==> src/rtl/instr_sequencer.sv <==
// Fetch/decode/execute sequencer: fetches over a req/ack handshake, holds the word for the
// decoder, evaluates the NZCV condition and issues strobes, data accesses or PC redirects.
module instr_sequencer #(
   parameter logic [31:0] RESET_PC = 32'h0000_0000,
   parameter int          DEC_LAT  = 2
) (
   input  logic        clk,
   input  logic        rst_n,
   output logic        imem_req,
   output logic [31:0] imem_addr,
   input  logic        imem_ack,
   input  logic [31:0] imem_rdata,
   output logic [31:0] instr,
   input  logic [3:0]  flag,
   input  logic [1:0]  dec_op,
   input  logic        dec_write_data,
   input  logic        dec_flag_en,
   input  logic        dec_memory_data,
   input  logic        dec_memdata,
   input  logic [23:0] dec_imminstr,
   output logic        dmem_req,
   output logic        dmem_we,
   input  logic        dmem_ack,
   output logic        rf_we,
   output logic        flag_we,
   output logic [31:0] pc,
   output logic        halted
);

   localparam int CNT_W = (DEC_LAT > 1) ? $clog2(DEC_LAT) : 1;
   localparam logic [CNT_W-1:0] CNT_LAST = CNT_W'(DEC_LAT - 1);

   typedef enum logic [2:0] {
      ST_FETCH  = 3'd0,
      ST_DECODE = 3'd1,
      ST_EXEC   = 3'd2,
      ST_MEM    = 3'd3,
      ST_HALT   = 3'd4
   } state_t;

   // Condition codes over NZCV; code 15 never executes.
   function automatic logic cond_pass(input logic [3:0] cond, input logic [3:0] nzcv);
      logic n, z, c, v, pass;
      n = nzcv[3];
      z = nzcv[2];
      c = nzcv[1];
      v = nzcv[0];
      case (cond)
         4'd0:    pass = z;
         4'd1:    pass = !z;
         4'd2:    pass = c;
         4'd3:    pass = !c;
         4'd4:    pass = n;
         4'd5:    pass = !n;
         4'd6:    pass = v;
         4'd7:    pass = !v;
         4'd8:    pass = c && !z;
         4'd9:    pass = !c || z;
         4'd10:   pass = (n == v);
         4'd11:   pass = (n != v);
         4'd12:   pass = !z && (n == v);
         4'd13:   pass = z || (n != v);
         4'd14:   pass = 1'b1;
         default: pass = 1'b0;
      endcase
      return pass;
   endfunction

   state_t           state_r, next_state_s;
   logic [CNT_W-1:0] cnt_r, cnt_s;
   logic [31:0]      pc_r, pc_s, instr_r, instr_s;
   logic             imem_req_r, imem_req_s, dmem_req_r, dmem_req_s, dmem_we_r, dmem_we_s;
   logic             rf_we_r, rf_we_s, flag_we_r, flag_we_s, halted_r, halted_s;
   logic             cond_ok_s, fetch_done_s, mem_done_s, mem_op_s;
   logic [31:0]      pc_inc_s, br_target_s;

   assign cond_ok_s    = cond_pass(instr_r[31:28], flag);
   assign fetch_done_s = imem_req_r && imem_ack;
   assign mem_done_s   = dmem_req_r && dmem_ack;
   assign mem_op_s     = dec_memory_data || dec_memdata;
   assign pc_inc_s     = pc_r + 32'd4;
   assign br_target_s  = pc_r + 32'd8 + {{6{dec_imminstr[23]}}, dec_imminstr, 2'b00};

   // State register and decode-latency counter.
   always_ff @(posedge clk or negedge rst_n) begin
      if (!rst_n) begin
         state_r <= ST_FETCH;
         cnt_r   <= '0;
      end else begin
         state_r <= next_state_s;
         cnt_r   <= cnt_s;
      end
   end

   // Next-state logic.
   always_comb begin
      next_state_s = state_r;
      case (state_r)
         ST_FETCH:  next_state_s = fetch_done_s ? ST_DECODE : ST_FETCH;
         ST_DECODE: next_state_s = (cnt_r == CNT_LAST) ? ST_EXEC : ST_DECODE;
         ST_EXEC: begin
            if (!cond_ok_s) begin
               next_state_s = ST_FETCH;
            end else begin
               case (dec_op)
                  2'd1:    next_state_s = mem_op_s ? ST_MEM : ST_FETCH;
                  2'd3:    next_state_s = ST_HALT;
                  default: next_state_s = ST_FETCH;
               endcase
            end
         end
         ST_MEM:    next_state_s = mem_done_s ? ST_FETCH : ST_MEM;
         ST_HALT:   next_state_s = ST_HALT;
         default:   next_state_s = ST_FETCH;
      endcase
   end

   // Next values of the registered outputs; every redirect back to FETCH raises imem_req at once.
   always_comb begin
      cnt_s      = cnt_r;
      pc_s       = pc_r;
      instr_s    = instr_r;
      imem_req_s = 1'b0;
      dmem_req_s = 1'b0;
      dmem_we_s  = dmem_we_r;
      rf_we_s    = 1'b0;
      flag_we_s  = 1'b0;
      halted_s   = 1'b0;
      case (state_r)
         ST_FETCH: begin
            if (fetch_done_s) begin
               instr_s = imem_rdata;
               cnt_s   = '0;
            end else begin
               imem_req_s = 1'b1;
            end
         end
         ST_DECODE: begin
            if (cnt_r == CNT_LAST) begin
               cnt_s = cnt_r;
            end else begin
               cnt_s = cnt_r + 1'b1;
            end
         end
         ST_EXEC: begin
            if (!cond_ok_s) begin
               pc_s       = pc_inc_s;
               imem_req_s = 1'b1;
            end else begin
               case (dec_op)
                  2'd0: begin
                     rf_we_s    = dec_write_data;
                     flag_we_s  = dec_flag_en;
                     pc_s       = pc_inc_s;
                     imem_req_s = 1'b1;
                  end
                  2'd1: begin
                     if (mem_op_s) begin
                        dmem_req_s = 1'b1;
                        dmem_we_s  = dec_memdata;
                     end else begin
                        pc_s       = pc_inc_s;
                        imem_req_s = 1'b1;
                     end
                  end
                  2'd2: begin
                     pc_s       = br_target_s;
                     imem_req_s = 1'b1;
                  end
                  2'd3:    halted_s = 1'b1;
                  default: begin
                     pc_s       = pc_inc_s;
                     imem_req_s = 1'b1;
                  end
               endcase
            end
         end
         ST_MEM: begin
            if (mem_done_s) begin
               rf_we_s    = !dmem_we_r;
               pc_s       = pc_inc_s;
               imem_req_s = 1'b1;
            end else begin
               dmem_req_s = 1'b1;
            end
         end
         ST_HALT:  halted_s = 1'b1;
         default:  halted_s = 1'b0;
      endcase
   end

   // Output and datapath registers.
   always_ff @(posedge clk or negedge rst_n) begin
      if (!rst_n) begin
         pc_r       <= RESET_PC;
         instr_r    <= 32'h0000_0000;
         imem_req_r <= 1'b0;
         dmem_req_r <= 1'b0;
         dmem_we_r  <= 1'b0;
         rf_we_r    <= 1'b0;
         flag_we_r  <= 1'b0;
         halted_r   <= 1'b0;
      end else begin
         pc_r       <= pc_s;
         instr_r    <= instr_s;
         imem_req_r <= imem_req_s;
         dmem_req_r <= dmem_req_s;
         dmem_we_r  <= dmem_we_s;
         rf_we_r    <= rf_we_s;
         flag_we_r  <= flag_we_s;
         halted_r   <= halted_s;
      end
   end

   assign imem_req  = imem_req_r;
   assign imem_addr = pc_r;
   assign instr     = instr_r;
   assign dmem_req  = dmem_req_r;
   assign dmem_we   = dmem_we_r;
   assign rf_we     = rf_we_r;
   assign flag_we   = flag_we_r;
   assign pc        = pc_r;
   assign halted    = halted_r;

endmodule

==> config.mk <==
export PLATFORM = sky130hd
export DESIGN_NAME = instr_sequencer
export DESIGN_NICKNAME = d
export VERILOG_FILES = /design/src/rtl/instr_sequencer.sv
export SDC_FILE = /design/constraint.sdc
export NUM_CORES = 1
export LEC_CHECK = 0
export CORE_UTILIZATION = 53
export CTS_CLUSTER_SIZE = 20
export DETAILED_ROUTE_END_ITERATION = 10
export PLACE_DENSITY = 0.95
export SYNTH_ARGS = -nofsm -noshare
export SYNTH_HDL_FRONTEND = slang
export SYNTH_SLANG_ARGS = --single-unit
==> constraint.sdc <==
create_clock -name clk -period 7.3 [get_ports clk]
set_input_delay 1.46 -clock clk [delete_from_list [all_inputs] [get_ports clk]]
set_output_delay 1.46 -clock clk [all_outputs]
set_load 0.005 [all_outputs]
Word level (Yosys, flattened, before mapping)
Index checks and enable logic that the tools add are counted.
{"block": "totals", "elab_cells": 100, "in_bits": 70, "regBits": 74, "out_inout_bits": 102}
{"block": "classes", "n_eq_ne": 27, "n_reduce_logical": 22, "addsub": 4, "mux": 37}
{"operator": "$mux W32", "count": 3}
{"operator": "$pmux W32 S3", "count": 1}
{"operator": "$pmux W32 S2", "count": 1}
{"operator": "$add A32 B3 Y32 const B", "count": 1}
{"operator": "$add A32 B32 Y32", "count": 1}
{"operator": "$add A32 B4 Y32 const B", "count": 1}
{"operator": "$eq A4 B4 Y1 const B", "count": 7}
{"operator": "$mux W1", "count": 19}
{"operator": "$eq A4 B3 Y1 const B", "count": 4}
{"operator": "$pmux W1 S15", "count": 1}
{"operator": "$pmux W3 S5", "count": 1}
{"operator": "$pmux W1 S2", "count": 5}
{"operator": "$eq A4 B2 Y1 const B", "count": 2}
{"operator": "$reduce_and A4 Y1", "count": 2}
{"operator": "$eq A3 B2 Y1 const B", "count": 2}
{"operator": "$mux W2", "count": 3}
{"operator": "$pmux W3 S2", "count": 1}
{"operator": "$logic_not A1 Y1", "count": 5}
{"operator": "$ne A5 B3 Y1 const B", "count": 1}
{"operator": "$eq A2 B2 Y1 const B", "count": 2}
{"operator": "$eq A4 B1 Y1 const B", "count": 1}
{"operator": "$logic_and A1 B1 Y1", "count": 4}
{"operator": "$logic_not A4 Y1", "count": 1}
{"operator": "$ne A2 B2 Y1 const B", "count": 2}
{"operator": "other kinds (15)", "count": 19}

Longest topological paths before layout
{"block": "depth", "depth_word": 5, "depth_mapped": 13, "depth_no_buf": 13}

Worst setup path after synthesis
No wires, ideal clock.
{"block": "synth_path", "path_kind": "input -> register", "startpoint": "input dec_imminstr[1]", "endpoint": "register pc_r[27] (netlist: imem_addr[27])", "t_arrival_ps": 3801, "t_required_ps": 7196, "setup_slack_ps": 3395, "path_stages": 13, "setup_time_ps": 104, "n_path_buf": 0, "path_cell_list": "inv_1 -> ha_1 -> inv_1 -> ha_1 -> fa_1 -> a21oi_1 -> o22ai_1 -> a211oi_1 -> o21ai_2 -> a21oi_1 -> nor3_1 -> xnor2_1 -> a221oi_1"}
{"block": "synth_via", "elab_chain_cells": 4}
{"element": "start: declaration", "line": "20", "source": "input logic [23:0] dec_imminstr,"}
{"element": "$add A32 B32 Y32", "line": "82", "source": "assign br_target_s = pc_r + 32'd8 + {{6{dec_imminstr[23]}}, dec_imminstr, 2'b00};"}
{"element": "$pmux W32 S3", "line": "150", "source": "case (dec_op)"}
{"element": "$mux W32", "line": "146", "source": "if (!cond_ok_s) begin"}
{"element": "$pmux W32 S2", "line": "129", "source": "case (state_r)"}
{"element": "end signal: assignment", "line": "204", "source": "pc_r <= pc_s;"}
{"element": "end: declaration", "line": "71", "source": "logic [31:0] pc_r, pc_s, instr_r, instr_s;"}
Every way passes these cells.
A chain may end at the register's enable or synchronous reset.

Final worst setup path
Ends and elaborated chain as after synthesis.

==> flow_summary.ini <==
[cells_and_area]
num-fill-cells = 820
postLayoutCellArea_mm2 = 0.007634
ff_latch_area_mm2 = 0.001802
instances_no_fill = 937
antenna_cells = 0
multi_input_area_mm2 = 0.003690
layout-drive-gt1-share = 0.09536
synthToLayoutAreaGrowth_pct = 28.31
nets = 921

[clock_tree]
cts_tree = built
htreeDepth = 3
clock_insertion_delay_worst_skew_ns = 0.36
cts_buffer_depth = 2
path_clk_slew_ns = 0.08
post-cts-setup-buffers = 0
holdBufCountCts = 0
cts_buffers = 9
cts.sinks = 72
cts-resized-gates = 0
cts_root_buf = clkbuf_8

[power_and_ir_drop]
p_leak_nw = 3.438
powerDensity_mw_per_mm2 = 108.5
finalPower_mw = 0.8280
irDropWorstVdd_mv = 0.08610

[synthesis]
yosysTopAreaCellShare = 0.3028
synth_cell_types = 75
yosys.area.top_type = dfrtp_1
netlist_instances = 670
netlist_top_cells_area = dfrtp_1 (30%), ha_1 (12%), a21oi_1 (6.5%), mux2_2 (5.9%), buf_4 (4.4%)
yosysWarnings = 0
synth.avg_cell_area_um2 = 8.880
ys.flop_type = dfrtp_1
ys_ff_latch = 72
ys_seq_area_frac = 0.3028
synth-async-reset-ratio = 1.000
synth-edff-count = 0
synth_area_mm2 = 0.005949

[timing]
fin_tns_setup_ns = 0
period_share = 0.5963
final_max_slew_viol_count = 0
fmax_ghz = 0.2297
hold_viol_final = 0
skew_ns = 0.01514
min_period_ns = 4.353
tightestPinTransition_ns = 0.9102
rsz0062_at_grt = false
setup_viol_count_final = 0
relSlewSlack = 0.3932

[setup_path]
critPathTopFamily = compound AO/OA/AOI/OAI gates
cp-start-kind = input port
crit_end = imem_addr[27]
r2r-end = imem_addr[27]
worst-path-stages = 14
worstSetupStartpoint = dec_imminstr[1]
reg2reg_slack_ns = 3.92
critPathKind = in -> reg
arrival_ns = 4.60
crit_required_ns = 7.55
crit_path_end_kind = flop
path_cells = clkdlybuf4s50_1, inv_1, ha_1, inv_1, ha_1, fa_1, a21oi_1, o22ai_1, a211oi_1, o21ai_2, a21oi_1, nor3_1, xnor2_1, a221oi_1
r2r-start = imem_addr[3]
critPathBufInv = 3
slowest_stage = clkdlybuf4s50_1
worstPathMaxFanout = 4
reg2regPathDepth = 13
critPathMaxStageDelay_ns = 0.45

[die]
fp.dieW_um = 108.0
die_y_um = 108.0
fp-row-count = 38
io_pins = 172
initial_utilization = 0.5464
die_area_mm2 = 0.01165
core_area_mm2 = 0.01089

[run_status]
outcome = finished, final reports clean

[place]
hpwl_um = 11690
dp_cells = 921
port_buffers = 167
placed_cell_area_mm2 = 0.007438
gp_congestion = 0.9202

[routing]
antenna_left = 0
wl_per_cell_um = 16.38
vias_per_cell = 5.904
dr.pass1.iters = 5
drc = 0
drt_iter0_drc = 335
wirelength_um = 15340
vias = 5532

[global_route]
antenna_found_initial = 0
grt_pass1_vias = 5149
grt_pass1_wl_um = 24700
grt_max_degree = 73
overflow = 0
grtUsageTotal = 0.2671

[flow_run]
drv_cap = 0

[worst_hold_path]
hold_class = reg -> reg
## worst min-delay path by stage
stage                 endpoint    start  depth (start not counted)  slack [ns]
finish                   rf_we  dmem_we                          1        0.50
CTS                 state_r[1]    cnt_r                          1        0.51
global route        state_r[1]    cnt_r                          1        0.51
detailed placement  state_r[1]    cnt_r                          1        0.49
floorplan           state_r[1]    cnt_r                          1        0.45
global placement    state_r[1]    cnt_r                          1        0.46
## state kept, by name, indices dropped and copies added (netlist names)
signal and count:
instr 32, imem_addr 30, state_r 3, cnt_r 1
dmem_req 1, dmem_we 1, flag_we 1, halted 1
imem_req 1, rf_we 1
## placed cells by master (no fill, tap or decap), types with 8 or more instances in the layout
| cell | count |
|---|---|
| a21o_1 | 18 |
| a21oi_1 | 76 |
| and3_1 | 13 |
| clkbuf_8 | 9 |
| clkdlybuf4s50_1 | 166 |
| dfrtp_1 | 72 |
| ha_1 | 58 |
| inv_1 | 20 |
| mux2_2 | 31 |
| nand2_1 | 50 |
| nand3_1 | 34 |
| nand4_1 | 9 |
| nor2_1 | 43 |
| nor2b_1 | 8 |
| nor3_1 | 11 |
| o21ai_0 | 37 |
| xnor2_1 | 20 |
| xor2_1 | 11 |
## metrics by stage
stage	utilization	hold WS, ns	setup slack, ns
floorplan	-	0.4495	3.395
global placement	0.6832	0.4567	2.719
detailed placement	0.6832	0.4883	2.586
CTS	0.7011	0.5060	2.946
global route	0.7011	0.5126	2.679
finish	0.7011	0.5034	2.947
## logic make-up (layout without fill, tap and decap cells)
group | after synthesis | count (layout) | share of synthesized area
and+or+nand+nor | 205 | 205 | 0.1790
AOI/OAI and AO/OA | 184 | 184 | 0.2011
buffers and inverters | 83 | 207 | 0.07991
DFF | 72 | 72 | 0.3028
adders and majority gates | 59 | 59 | 0.1253
muxes | 35 | 35 | 0.06561
xor gates and xnor gates | 31 | 31 | 0.04564
other | 1 | 4 | 0.0006303
## metal layers
metal | up-vias | part of all wire | track usage
met4 | 0 | 0.028 | 0.09980
met3 | 34 | 0.065 | 0.04461
met5 | - | 0 | 0
li1 | 2636 | - | -
met1 | 2622 | 0.41 | 0.3402
met2 | 240 | 0.50 | 0.4531
## report_power, final
part           internal (mW)  total [mW]  switching [mW]
Combinational         0.0559       0.109          0.0528
Sequential             0.398       0.398               0
Clock                  0.158       0.321           0.163
Total                  0.612       0.828           0.216
## cell usage after synthesis (all sizes together) (2+ instances only)
master,n
clkbuf,8
nor4,2
nor3,12
ha,58
a31oi,2
buf,55
o21ai,42
or2,2
o22ai,6
a21oi,77
o21bai,3
xor2,11
nor3b,4
a211oi,3
inv,20
a21boi,3
o21a,3
and3,13
nor2,43
a211o,3
a21o,18
nand4,10
a311oi,2
nand3,36
nor2b,9
mux2i,3
and2,5
o41ai,2
or3,4
a2111oi,2
a221oi,4
nand2,51
dfrtp,72
mux2,32
xnor2,20
nand2b,4
nand3b,5
## worst reg2reg max path, delay by kind of cell (launching register included)
kind            cells  cell delay (ns)
compound gates      6             1.47
fa+ha+maj           3             0.92
flops               1             0.51
xor+xnor            1             0.14
buf+inv             2             0.13
simple gates        1             0.11
## area by class of cell
| type | count | area share |
|---|---|---|
| well taps | 140 | 0.02295 |
| flip-flops and latches | 72 | 0.2360 |
| repair buffers | 171 | 0.2223 |
| clock inverters | 7 | 0.009343 |
| multi-input cells | 518 | 0.4834 |
| clock buffers | 9 | 0.01623 |
| inverters | 20 | 0.009834 |
No activity file was read; power rests on OpenSTA's default activity.
==> patch 1, RTL diff (same settings) <==
The parameter `DEC_LAT` goes from 2 to 1.
--- a/src/rtl/instr_sequencer.sv
+++ b/src/rtl/instr_sequencer.sv
@@ -2,7 +2,7 @@
 // decoder, evaluates the NZCV condition and issues strobes, data accesses or PC redirects.
 module instr_sequencer #(
    parameter logic [31:0] RESET_PC = 32'h0000_0000,
-   parameter int          DEC_LAT  = 2
+   parameter int          DEC_LAT  = 1
 ) (
    input  logic        clk,
    input  logic        rst_n,
Behaviour: not the same (a bounded check fails within 10 cycles, from zero or initial values and one cycle with rst_n low).
==> patch 1 against the unedited design <==
- routed wire length up 3.2%
- cell count down 3.2%
- worst setup slack worse by 0.14 ns
- area after synthesis down 3.3%
- cell area down 2.3%
- sequential cell count down 1
- via count down 1.2%
- die area down 3.2%
- clock skew down 0.0055 ns
- critical path type unchanged
Power is left out: it rests on default switching activity, and per cell area and clock period it moved more than threefold.
==> patch 1: results (changes against the unedited design) <==
Worst setup path
  – CP peak stage delay: 0.46 ns
  – Arrival time at the worst endpoint: 4.74 ns (+0.14 ns)
  – Slowest CP cell: clkdlybuf4s50_1
  – CP Max Fanout: 4 (unchanged)
  – Largest delay share family, worst path: compound AO/OA/AOI/OAI gates

GRT
  – Initial antenna violation count: 0 (unchanged)
  – All-Layer GR Usage: 0.2821 (+0.01499)
  – Largest net degree at the start of global routing: 72 (-1.4%)
  – Vias in the first global route: 5270 (+2.3%)
  – First-pass GRT wire length: 25.45 mm (+3.1%)

Synthesis
  – Synth top cells by count: dfrtp_1, a21oi_1, ha_1
  – Sequential element share of the synthesized area: 0.3088 (+0.005924)
  – Async set-or-reset flop fraction in the synthesized netlist: 1.000 (unchanged)
  – Ranking of synthesized cells by area: dfrtp_1, ha_1, mux2_2
  – Adder-Cell Fraction of Synth Area: 0.1296 (+0.004252)
  – Mux contribution to synthesized area: 0.06915 (+0.003530)
  – Compound-Gate Fraction of Synth Area: 0.2144 (+0.01334)
  – Number of distinct library cells after synthesis: 61 (-19%)
  – Post-synth top flop: dfrtp_1
  – Yosys warnings: 0 (unchanged)
  – Synth Area in XOR/XNOR: 0.04414 (-0.001496)

Placed design
  – Post-DP HPWL: 12.02 mm (+2.8%)
  – RePlAce Congestion: 0.9246 (+0.48%)
  – DP Worst Slack: 2.471 ns (-0.1151 ns)
  – # port buffers: 167 (unchanged)

Finish
  – Fillers: 768 (-6.3%)
  – Layout cells sized above 1: 0.08560 (-0.009754)
  – Final Net Count: 896 (-2.7%)
  – Largest register FFs: 32 (unchanged)
  – # diodes: 0 (unchanged)

Clocking
  – Postcts setup bufs: 0 (unchanged)
  – Insertion delay to the later sink of the worst-skew pair: 0.34 ns (-0.02 ns)
  – Deepest clock path buffer count: 2 (unchanged)
  – CTS clk-pin slew, worst paths: 0.07 ns
  – Resize count post-CTS: 0 (unchanged)
  – H-tree levels: 3 (unchanged)
  – CTS Buf Count: 9 (unchanged)
  – Clk root buf: clkbuf_8

Route
  – DR vias/cell: 6.029 (+2.1%)
  – TritonRoute pass-1 iters: 5 (unchanged)
  – Final WL: 15.84 mm (+3.2%)
  – 1st-iter DRT viols: 355 (+6.0%)

Timing
  – Worst slew margin: 0.3708 (-0.02241)
  – Clock skew: 0.009623 ns (-0.005515 ns)

Hold path
  – Hold Crit Class: reg -> reg

Run status
  – Status: complete, no violations
-- patch 1: cell types whose count changed after synthesis, moves of 5 or more --
cell / before / now
nor2_1: 43 / 27
nand2_1: 50 / 55
clkbuf_1: 8 / 13
a31oi_1: 2 / 11
a21oi_1: 77 / 61
-- patch 1: worst paths after layout --
path / endpoint / from / slack [ns] / cells past startpoint
setup / recovery: imem_addr[31] / dec_imminstr[1] / 2.80 / 14
hold / removal: instr[14] / instr[14] / 0.51 / 1
setup reg to reg: imem_addr[31] / imem_addr[3] / 3.77 / 13
hold reg to reg: instr[14] / instr[14] / 0.51 / 1
max in group asynchronous: imem_addr[25] / rst_n / 5.41 / 2
min in group asynchronous: instr[17] / rst_n / 1.31 / 2
-- patch 1: metal layers --
metal,vias up,GRT usage,part of all wire
li1,2586,-,-
met1,2568,0.3468,0.41
met2,272,0.5019,0.51
met3,42,0.03066,0.061
met4,0,0.1141,0.027
met5,-,0,0
-- patch 1: logic make-up (layout without fill, tap and decap cells) --
logic type	after synthesis	in the layout
AOI/OAI and AO/OA	187	187
and+or+nand+nor	179	179
buffers and inverters	83	206
DFF	71	71
adders and majority gates	59	59
muxes	36	36
xor gates and xnor gates	29	29
other	1	4
-- patch 1: layout make-up --
type                    count  area share
multi-input cells         494      0.4742
flip-flops and latches     71      0.2383
well taps                 136     0.02283
repair buffers            172      0.2286
inverters                  19    0.009567
clock buffers              12     0.02081
clock inverters             3    0.005707
-- patch 1: per-stage QoR --
stage | area [µm²] | cells
detailed placement | 7257 | 892
CTS | 7455 | 907
finish | 7455 | 907
global route | 7455 | 907
global placement | 7257 | 892
floorplan | 5766 | 648
==> patch 2, RTL diff (same flow settings) <==
Made on the original files. Register the output `flag_we` once more, without a reset; this adds one clock of latency there. The other outputs are not delayed to match.
--- a/src/rtl/instr_sequencer.sv
+++ b/src/rtl/instr_sequencer.sv
@@ -218,7 +218,9 @@
    assign dmem_req  = dmem_req_r;
    assign dmem_we   = dmem_we_r;
    assign rf_we     = rf_we_r;
-   assign flag_we   = flag_we_r;
+   always_ff @(posedge clk) begin
+      flag_we <= flag_we_r;
+   end
    assign pc        = pc_r;
    assign halted    = halted_r;
 
Function: changed (Yosys sat finds a counterexample within 10 cycles, from zero or initial values and one cycle with rst_n low).
==> patch 2 against the unedited design <==
- power up 20%
- routed wire length up 7.3%
- area after synthesis up 1.0%
- sequential cell count up 1
- first-iteration DRC count up 9.3%
- cell area up 2.5%
- worst setup slack worse by 0.077 ns
- maximum frequency down 1.7%
- synthesized cell count down 0.15%
==> patch 2: results (changes against the unedited design) <==
Worst setup path
  – Capture point of the worst reg-to-reg path: imem_addr[31]
  – FF-to-FF setup slack: 3.96 ns (+0.04 ns)
  – CP peak stage delay: 0.74 ns (+0.29 ns)
  – Arrival time at the worst endpoint: 4.68 ns (+0.08 ns)
  – Slowest CP cell: nor2_1

Finish
  – Final Net Count: 919 (-0.22%)
  – Layout cells sized above 1: 0.1019 (+0.006529)
  – Fillers: 787 (-4.0%)

Timing
  – Hold Worst Slack: 0.3743 ns (-0.1291 ns)
  – Clock skew: 0.005857 ns (-0.009282 ns)
  – Actual transition at the worst max-transition pin: 0.9311 ns (+0.02091 ns)

Clocking
  – Insertion delay to the later sink of the worst-skew pair: 0.33 ns (-0.03 ns)
  – CTS clk-pin slew, worst paths: 0.06 ns (-0.02 ns)

Route
  – 1st-iter DRT viols: 366 (+9.3%)
  – Via Count: 5669 (+2.5%)

GRT
  – Vias in the first global route: 5555 (+7.9%)
  – All-Layer GR Usage: 0.2848 (+0.01767)
  – First-pass GRT wire length: 26.59 mm (+7.7%)
  – GR met2 Demand/Resource: 0.4892 (+0.03601)

Hold path
  – Hold Startpoint: flag_we_r

Synthesis
  – Ranking of synthesized cells by area: dfrtp_1, ha_1, a21oi_1
  – Sequential element share of the synthesized area: 0.3031 (about the same)

Run status
  – Status: complete, no violations

Placed design
  – DP Worst Slack: 2.570 ns (-0.01650 ns)
  – Post-DP Area: 7500 µm² (+0.82%)
==> patch 2: cell types whose count changed after synthesis, moves of 2 or more <==
cell,before,now
nand2_1,50,45
and3_1,13,10
buf_2,14,17
nor2_1,43,40
o21ai_0,37,35
==> patch 2: how the worst max path moves through the flow <==
stage	startpoint	end	slack [ns]	depth (start not counted)
final	flag[3]	imem_addr[31]	2.87	9
after detailed placement	dec_imminstr[1]	imem_addr[31]	2.57	14
after global placement	dec_imminstr[1]	imem_addr[19]	2.69	14
after floorplan	dec_imminstr[1]	imem_addr[19]	3.37	13
after CTS	dec_imminstr[1]	imem_addr[31]	2.90	14
after global routing	flag[3]	imem_addr[31]	2.68	9
==> patch 2: power by group <==
part	internal, µW	switching [µW]
sequential	405	0
clock	308	171
combinational	54.4	52.0
total	767	223
==> patch 2: final cells by class <==
class	instances	share of cell area
Clock inverter	5	0.01008
Sequential cell	73	0.2329
Multi-Input combinational cell	515	0.4770
Tap cell	140	0.02240
Inverter	20	0.009598
Timing Repair Buffer	171	0.2169
Clock buffer	11	0.03104
==> patch 2: kinds of logic after synthesis <==
group / synth area share
xor+xnor: 0.04517
simple gates: 0.1826
flops: 0.3031
mux: 0.06495
compound gates: 0.2005
other cells: 0.0006239
fa+ha+maj: 0.1241
buf+inv: 0.07910
==> patch 2: stage by stage <==
step           total power, µW    util  instances
2_1_floorplan            461.4       -        672
3_3_place_gp             513.3  0.6858        919
3_5_place_dp             517.2  0.6858        919
4_1_cts                  990.4  0.7152        935
5_1_grt                   1018  0.7152        935
6_report                 990.0  0.7152        935
==> patch 2: routing by layer <==
metal  part of all wire  vias to the layer above
met5                  0                        -
met4              0.033                        0
met3              0.059                       48
met2               0.51                      240
met1               0.40                     2737
li1                   -                     2644
